<file path="config.mk">
export PLATFORM = sky130hd
export DESIGN_NAME = pad_out_driver
export DESIGN_NICKNAME = d
export VERILOG_FILES = /design/src/rtl/pad_out_driver.sv
export SDC_FILE = /design/constraint.sdc
export NUM_CORES = 1
export LEC_CHECK = 0
export ABC_AREA = 1
export CAP_MARGIN = 0
export CORE_ASPECT_RATIO = 0.8
export CORE_UTILIZATION = 39
export CTS_CLUSTER_DIAMETER = 40
export DETAILED_ROUTE_END_ITERATION = 10
export PLACE_DENSITY_LB_ADDON = 0.12
export SYNTH_ARGS = -nofsm -noshare
export SYNTH_HDL_FRONTEND = slang
export SYNTH_SLANG_ARGS = --single-unit
</file>
<file path="constraint.sdc">
create_clock -name CLK -period 2.2 [get_ports CLK]
set_input_delay 0.44 -clock CLK [delete_from_list [all_inputs] [get_ports CLK]]
set_output_delay 0.44 -clock CLK [all_outputs]
set_load 0.01 [all_outputs]
</file>
<file path="src/rtl/pad_out_driver.sv">
// Registered output-pad driver: double-buffered level register plus per-channel
// one-shot pulses of programmable length and per-channel output inversion.
module pad_out_driver #(
  parameter int                WIDTH    = 4,
  parameter int                PULSE_W  = 16,
  parameter logic [WIDTH-1:0]  INV_MASK = {WIDTH{1'b0}}
) (
  input  logic                CLK,
  input  logic                RESETN,
  input  logic [WIDTH-1:0]    D,
  input  logic                WR,
  input  logic                UPDATE,
  input  logic                FIRE,
  input  logic [WIDTH-1:0]    FIRE_MASK,
  input  logic [PULSE_W-1:0]  PULSE_LEN,
  output logic [WIDTH-1:0]    PAD_OUT,
  output logic                BUSY,
  output logic                DROPPED
);

  localparam logic [PULSE_W-1:0] CNT_ONE = PULSE_W'(1);

  logic [WIDTH-1:0]              shadow_q, shadow_d;
  logic [WIDTH-1:0]              level_q, level_d;
  logic [WIDTH-1:0]              active_q, active_d;
  logic [WIDTH-1:0][PULSE_W-1:0] cnt_q, cnt_d;
  logic [WIDTH-1:0]              pad_q, pad_d;
  logic                          busy_q, busy_d;
  logic                          dropped_q, dropped_d;
  logic [WIDTH-1:0]              hit;
  logic                          fire_ok;

  always_comb begin
    shadow_d  = shadow_q;
    level_d   = level_q;
    active_d  = active_q;
    cnt_d     = cnt_q;
    hit       = '0;
    fire_ok   = FIRE && (PULSE_LEN != '0);

    if (WR)
      shadow_d = D;
    // WR together with UPDATE writes straight through to the level register
    if (UPDATE)
      level_d = WR ? D : shadow_q;

    for (int i = 0; i < WIDTH; i++) begin
      if (fire_ok && FIRE_MASK[i] && active_q[i])
        hit[i] = 1'b1;
      if (fire_ok && FIRE_MASK[i] && !active_q[i]) begin
        cnt_d[i]    = PULSE_LEN;
        active_d[i] = 1'b1;
      end else if (active_q[i]) begin
        if (cnt_q[i] == CNT_ONE) begin
          active_d[i] = 1'b0;
          cnt_d[i]    = '0;
        end else begin
          cnt_d[i] = cnt_q[i] - CNT_ONE;
        end
      end
    end

    // Pad and BUSY come from next-state values so FIRE/UPDATE show after one edge
    pad_d     = (level_d ^ active_d) ^ INV_MASK;
    busy_d    = |active_d;
    dropped_d = |hit;
  end

  always_ff @(posedge CLK) begin
    if (!RESETN) begin
      shadow_q  <= '0;
      level_q   <= '0;
      active_q  <= '0;
      cnt_q     <= '0;
      pad_q     <= INV_MASK;
      busy_q    <= 1'b0;
      dropped_q <= 1'b0;
    end else begin
      shadow_q  <= shadow_d;
      level_q   <= level_d;
      active_q  <= active_d;
      cnt_q     <= cnt_d;
      pad_q     <= pad_d;
      busy_q    <= busy_d;
      dropped_q <= dropped_d;
    end
  end

  assign PAD_OUT = pad_q;
  assign BUSY    = busy_q;
  assign DROPPED = dropped_q;

endmodule

</file>
==> results of run 1 <==
worst min-delay path, delay by kind of cell, from the launching register on:
family / cells / cell delay (ns)
AND/OR/NAND/NOR: 1 / 0.08
multiplexers: 1 / 0.07
flip-flops: 1 / 0.31
timing repair:
item                       in CTS  in global routing
hold buffers                    0                  0
gates resized for setup         0                  2
setup endpoints to repair       0                 32
cells by family (layout without fill, tap and decap cells):
family	Yosys count	after routing	share of synthesized area (%)
flops	82	82	31.6
xor+xnor	43	43	7.25
fa+ha+maj	8	8	1.93
compound gates	177	177	17.2
simple gates	356	356	32.0
mux	4	4	0.771
buf+inv	108	164	9.29
worst max path at each step:
stage	slack [ns]	from	end	depth (start not counted)
6_report	0.19	PULSE_LEN[5]	cnt_q[23]	11
5_1_grt	0.04	PULSE_LEN[6]	cnt_q[26]	11
4_1_cts	0.07	PULSE_LEN[6]	cnt_q[23]	11
3_3_place_gp	-0.27	PULSE_LEN[6]	cnt_q[20]	9
3_5_place_dp	-0.28	PULSE_LEN[6]	cnt_q[25]	11
2_1_floorplan	0.69	PULSE_LEN[8]	cnt_q[5]	9
power by group through the flow:
stage / clock network [mW] / logic (mW) / registers [mW]
after global routing: 1.75 / 1.64 / 1.81
after floorplan: 0 / 1.05 / 1.79
after CTS: 1.70 / 1.43 / 1.79
after global placement: 0 / 1.40 / 1.82
after detailed placement: 0 / 1.42 / 1.82
final: 1.67 / 1.44 / 1.79
sequential cells by signal, summed over array words and instances, names as in the netlist:
signal,count
BUSY,1
level_q,4
DROPPED,1
active_q,4
shadow_q,4
cnt_q,64
PAD_OUT,4
per-stage QoR:
| stage | utilization [%] | hold slack [ns] |
|---|---|---|
| 5_1_grt | 47.8 | 0.503 |
| 6_report | 47.8 | 0.489 |
| 3_3_place_gp | 45.2 | 0.470 |
| 2_1_floorplan | - | 0.450 |
| 3_5_place_dp | 45.2 | 0.482 |
| 4_1_cts | 47.7 | 0.494 |
area by class of cell:
class,count,area (sq um)
flip-flops and latches,82,1640
inverters,82,309
fillers,1308,6750
multi-input cells,588,3080
clock inverters,4,73.8
clock buffers,12,246
repair buffers,66,601
well taps,175,219
layer usage:
metal	vias to the layer above	GRT usage, %	wire (um)
met3	16	4.06	797
met5	-	0	0
met1	2462	35.2	7750
met4	0	5.75	206
li1	2661	-	-
met2	142	37.6	6890
placed cells by master (no fill, tap or decap), types with 3 or more instances in the layout:
cell type,instances
inv_1,76
nand2_2,6
clkdlybuf4s50_1,33
nor2_1,83
xnor2_1,9
or2_2,3
dfxtp_1,82
buf_4,30
nand2_1,158
a31oi_1,4
nor2_2,4
a21oi_1,53
nor3_1,9
nor2_4,4
and2_1,4
o21ai_0,99
o21ai_1,20
nand3_4,4
ha_1,8
inv_2,3
xor2_1,34
clkbuf_16,9
nand4_1,14
nand4_4,3
nand3_1,59
mux2i_1,4
==> impl_metrics.json, run 1 <==
{
  "fin_nets": 866,
  "detailed_place_hpwl_um": 11100,
  "hold_path_depth": 2,
  "wl_um": 15600,
  "hold_class": "register to register",
  "synth-seq-cells": 82,
  "clock-sinks": 82,
  "critPathMaxFanout": 15,
  "coreArea_sq_mm": 0.0129,
  "final_hold_viol_count": 0,
  "drt-initial-drc-count": 368,
  "io_buffers": 34,
  "die-area_sq_mm": 0.0138,
  "area_growth_pct": 18.7,
  "critPathBufInv": 3,
  "num_rows": 37,
  "grt_pass1_wl_um": 25600,
  "status": "completed",
  "ys_dominant_reg_cell": "dfxtp_1",
  "cp_slowest_cell": "clkdlybuf4s50_1",
  "drive_gt1_share_pct": 9.23,
  "slew_headroom_pct": 57.5,
  "cts_buffers": 9,
  "yosys_warnings": 0,
  "reg2regPathDepth": 11,
  "grt_usage_pct": 24.4,
  "fin_skew_ns": 0.00854,
  "yosysSeqAreaShare_pct": 31.6,
  "sequentialPowerShare_pct": 36.6,
  "insertedDiodeCount": 0,
  "p_comb_share_pct": 29.4,
  "die-width_um": 131,
  "fin_total_pwr_mw": 4.89,
  "htree_levels": 3,
  "post_drt_wl_per_cell_um": 15.5,
  "finalSetupViolCount": 0,
  "tightestPinTransition_ns": 0.634,
  "fin_crit_ns": 2.01,
  "crit_family": "buffers and inverters",
  "finalNonFillerCells": 1009,
  "clk-insertion-delay-late_ns": 0.33,
  "placed_cell_area_sq_mm": 0.00584,
  "reg2reg_to": "cnt_q[35]",
  "p_switching_mw": 1.66,
  "synth_area_sq_mm": 0.00520,
  "cp.required_ns": 2.46,
  "grt_start_max_net_pins": 34,
  "r2r-start": "cnt_q[33]",
  "startpoint_type": "input pin",
  "synthCells": 778,
  "route.detailed.drc": 0,
  "cts_tree": "built",
  "start_util_pct": 40.2,
  "antenna_found_initial": 0,
  "synth_top_area_share_pct": 31.6,
  "timing.fmax_mhz": 497,
  "max-vdd-ir-drop_uv": 404,
  "arrival_ns": 2.27,
  "grt.overflow.total": 0,
  "cts_setup_buffers": 0,
  "drv_cap": 0,
  "ys_async_sr_fraction_pct": 0,
  "endpoint_kind": "register",
  "cts_root_buf": "clkbuf_16",
  "synth_area_leaders": "dfxtp_1, nand2_1, o21ai_0, nor2_1, xor2_1",
  "netlist-cell-type-count": 34,
  "vias": 5281,
  "p_leak_nw": 2.77,
  "die_y_um": 105,
  "fin_ws_ns": 0.187,
  "viasPerCell": 5.23,
  "min_from": "shadow_q[1]",
  "synth_top_area_cell": "dfxtp_1",
  "slew_violations": 0,
  "crit_path_cell_trace": "clkdlybuf4s50_1 -> nor2_1 -> nand2_1 -> nor2_4 -> nand2_8 -> buf_4 -> nand4_4 -> nand2_2 -> clkinv_2 -> nand2_1 -> a21oi_1",
  "yosysMostFrequentCell": "nand2_1",
  "crit_type": "input pin to register",
  "clockBufferDepth": 2,
  "final_antenna_net_count": 0,
  "io_pins": 35,
  "firstDrtPassIters": 5,
  "power_density_mw_per_mm2": 793,
  "synth_common_cells": "nand2_1, o21ai_0, nor2_1, dfxtp_1, inv_1",
  "cpMostUsedCell": "nand2_1",
  "stdcell_area_sq_mm": 0.00617,
  "synth-edff-count": 0,
  "grt_pass1_vias": 4953,
  "period_share_pct": 91.5,
  "dp.cells": 993,
  "pwr-share-clk_pct": 34.1,
  "holdPathEnd": "shadow_q[1]",
  "preCtsSetupSlack_ns": -0.275,
  "ff2ff_setup_slack_ns": 0.45,
  "cts.clk_slew.worst_paths_ns": 0.07,
  "switching_share_pct": 33.9,
  "gp_congestion": 0.853,
  "syn_nets": 815,
  "fin_setup_tns_ns": 0,
  "intPower_mw": 3.23,
  "rsz0062_at_grt": "false",
  "cp_slowest_stage_delay_ns": 0.53,
  "avgSynthCellArea_sq_um": 6.68
}
No activity file was read; power rests on OpenSTA's default activity.
==> run 2, diff against run 1 <==
Settings changed: REMOVE_ABC_BUFFERS from default to 1.
==> run 2 against run 1 <==
- sequential power about the same
- clock skew about the same
- critical path type unchanged
- largest power group unchanged
- setup slack improved by 0.058 ns
- flip-flop and latch count unchanged
- die area unchanged
- sequential share of layout area increased by 0.28 points
==> impl_metrics.json, run 2 (synthesis results as in run 1) <==
{
  "holdBufCountCts": 0,
  "coreArea_sq_mm": 0.0129,
  "timing.fmax_mhz": 512,
  "cts_buffers": 9,
  "gr-usage-met3_pct": 4.16,
  "grt_pass1_vias": 4840,
  "wl_um": 15300,
  "clockBufferDepth": 2,
  "finalSetupViolCount": 0,
  "start_util_pct": 40.2,
  "drv_cap": 0,
  "cts_tree": "built",
  "post_drt_wl_per_cell_um": 15.2,
  "ff2ff_setup_slack_ns": 0.44,
  "holdWs_ns": 0.492,
  "io_buffers": 34,
  "final_common_cell": "nand2_1",
  "power_density_mw_per_mm2": 779,
  "preCtsSetupSlack_ns": -0.130,
  "cts_root_buf": "clkbuf_16",
  "antenna_found_initial": 0,
  "fin_total_pwr_mw": 4.75,
  "route.detailed.drc": 0,
  "post_cts_resized": 0,
  "slew_headroom_pct": 61.5,
  "grt_start_max_net_pins": 38,
  "holdPathEnd": "active_q[1]",
  "crit_type": "input pin to register",
  "largest_register": "cnt_q",
  "insertedDiodeCount": 0,
  "grt_usage_pct": 23.5,
  "fin_crit_ns": 1.95,
  "htree_levels": 3,
  "period_share_pct": 88.8,
  "num_rows": 37,
  "reg2reg_to": "PAD_OUT[2]",
  "cts.clk_slew.worst_paths_ns": 0.06,
  "reg2regPathDepth": 6,
  "largest_reg_flops": 64,
  "gp_congestion": 0.876,
  "fin_skew_ns": 0.00852,
  "cts_setup_buffers": 0,
  "die_y_um": 105,
  "gr-usage-met2_pct": 34.8,
  "arrival_ns": 2.19,
  "die-width_um": 131,
  "status": "completed",
  "viasPerCell": 5.14,
  "layout_common_cells": "nand2_1, o21ai_0, nor2_1",
  "final_antenna_net_count": 0,
  "tightestPinTransition_ns": 0.573,
  "cp.required_ns": 2.43,
  "fin_setup_tns_ns": 0,
  "max-vdd-ir-drop_uv": 442,
  "startpoint_type": "input pin",
  "p_leak_nw": 2.73,
  "r2r-start": "active_q[2]",
  "clock-sinks": 82,
  "grtUsageMet1_pct": 34.0,
  "area_growth_pct": 17.5,
  "io_pins": 35,
  "grt_pass1_wl_um": 24700,
  "hold_path_depth": 2,
  "rsz0062_at_grt": "false",
  "min_from": "active_q[1]",
  "dp.cells": 990,
  "hold_class": "register to register",
  "detailed_place_hpwl_um": 10800,
  "clk-insertion-delay-late_ns": 0.34,
  "grt.overflow.total": 0,
  "firstDrtPassIters": 5,
  "drt-initial-drc-count": 374,
  "fin_ws_ns": 0.245,
  "finalNonFillerCells": 1006,
  "fin_nets": 863,
  "top_usage_layer": "met2",
  "final_hold_viol_count": 0,
  "drive_gt1_share_pct": 8.78,
  "endpoint_kind": "register",
  "die-area_sq_mm": 0.0138,
  "vias": 5168,
  "slew_violations": 0,
  "critPathMaxFanout": 9
}
run 2: changes by cell type in the layout (fill, tap and decap cells not counted):
cell	change
nor2_1	+1
nor2_4	-1
buf_12	-1
clkinv_4	+1
buf_4	-2
bufinv_16	-1
clkinvlp_4	+1
inv_6	-1
run 2: through the flow:
step | utilization [%] | instance area, sq um
after CTS | 47.3 | 6100
after global placement | 45.0 | 5810
after detailed placement | 45.0 | 5810
final | 47.3 | 6100
after global routing | 47.3 | 6100
after floorplan | - | 5020
run 2: worst max-delay path: stages:
cell	delay, ns
clkdlybuf4s50_1	0.43
nor2_1	0.30
nand2_2	0.11
nor2_4	0.19
nand2_8	0.13
nand4_1	0.23
nand2_1	0.13
o21ai_0	0.18
inv_1	0.05
run 2: layout make-up:
cell class / count / area, sq um
clock buffers: 12 / 246
repair buffers: 63 / 566
multi-input cells: 588 / 3070
inverters: 82 / 309
flip-flops and latches: 82 / 1640
fillers: 1316 / 6810
clock inverters: 4 / 51.3
well taps: 175 / 219
run 2: where the power goes:
part	internal [mW]	leakage, nW	total (mW)	switching [mW]
clock	0.912	0.143	1.54	0.631
sequential	1.64	0.678	1.79	0.145
combinational	0.552	1.91	1.42	0.870
run 2: worst max path at each step:
| stage | slack (ns) | endpoint | startpoint | cells after the start |
|---|---|---|---|---|
| after global routing | 0.09 | cnt_q[51] | PULSE_LEN[8] | 9 |
| after CTS | 0.23 | PAD_OUT[2] | PULSE_LEN[8] | 9 |
| final | 0.25 | PAD_OUT[2] | PULSE_LEN[8] | 9 |
| after floorplan | 0.70 | cnt_q[10] | PULSE_LEN[8] | 8 |
| after detailed placement | -0.13 | PAD_OUT[2] | PULSE_LEN[8] | 9 |
| after global placement | -0.1 | PAD_OUT[2] | PULSE_LEN[8] | 9 |
run 2: routing by layer:
layer  vias to the layer above  part of all wire, %
met5                         -                    0
met4                         0                  1.6
met3                        19                  5.3
met2                       114                   44
met1                      2386                   49
li1                       2649                    -
==> run 3, diff against run 2 <==
Settings changed: SLEW_MARGIN from default to 20.
==> results of run 3 <==
Final layout, timing and power as in run 2 (identical DEF).
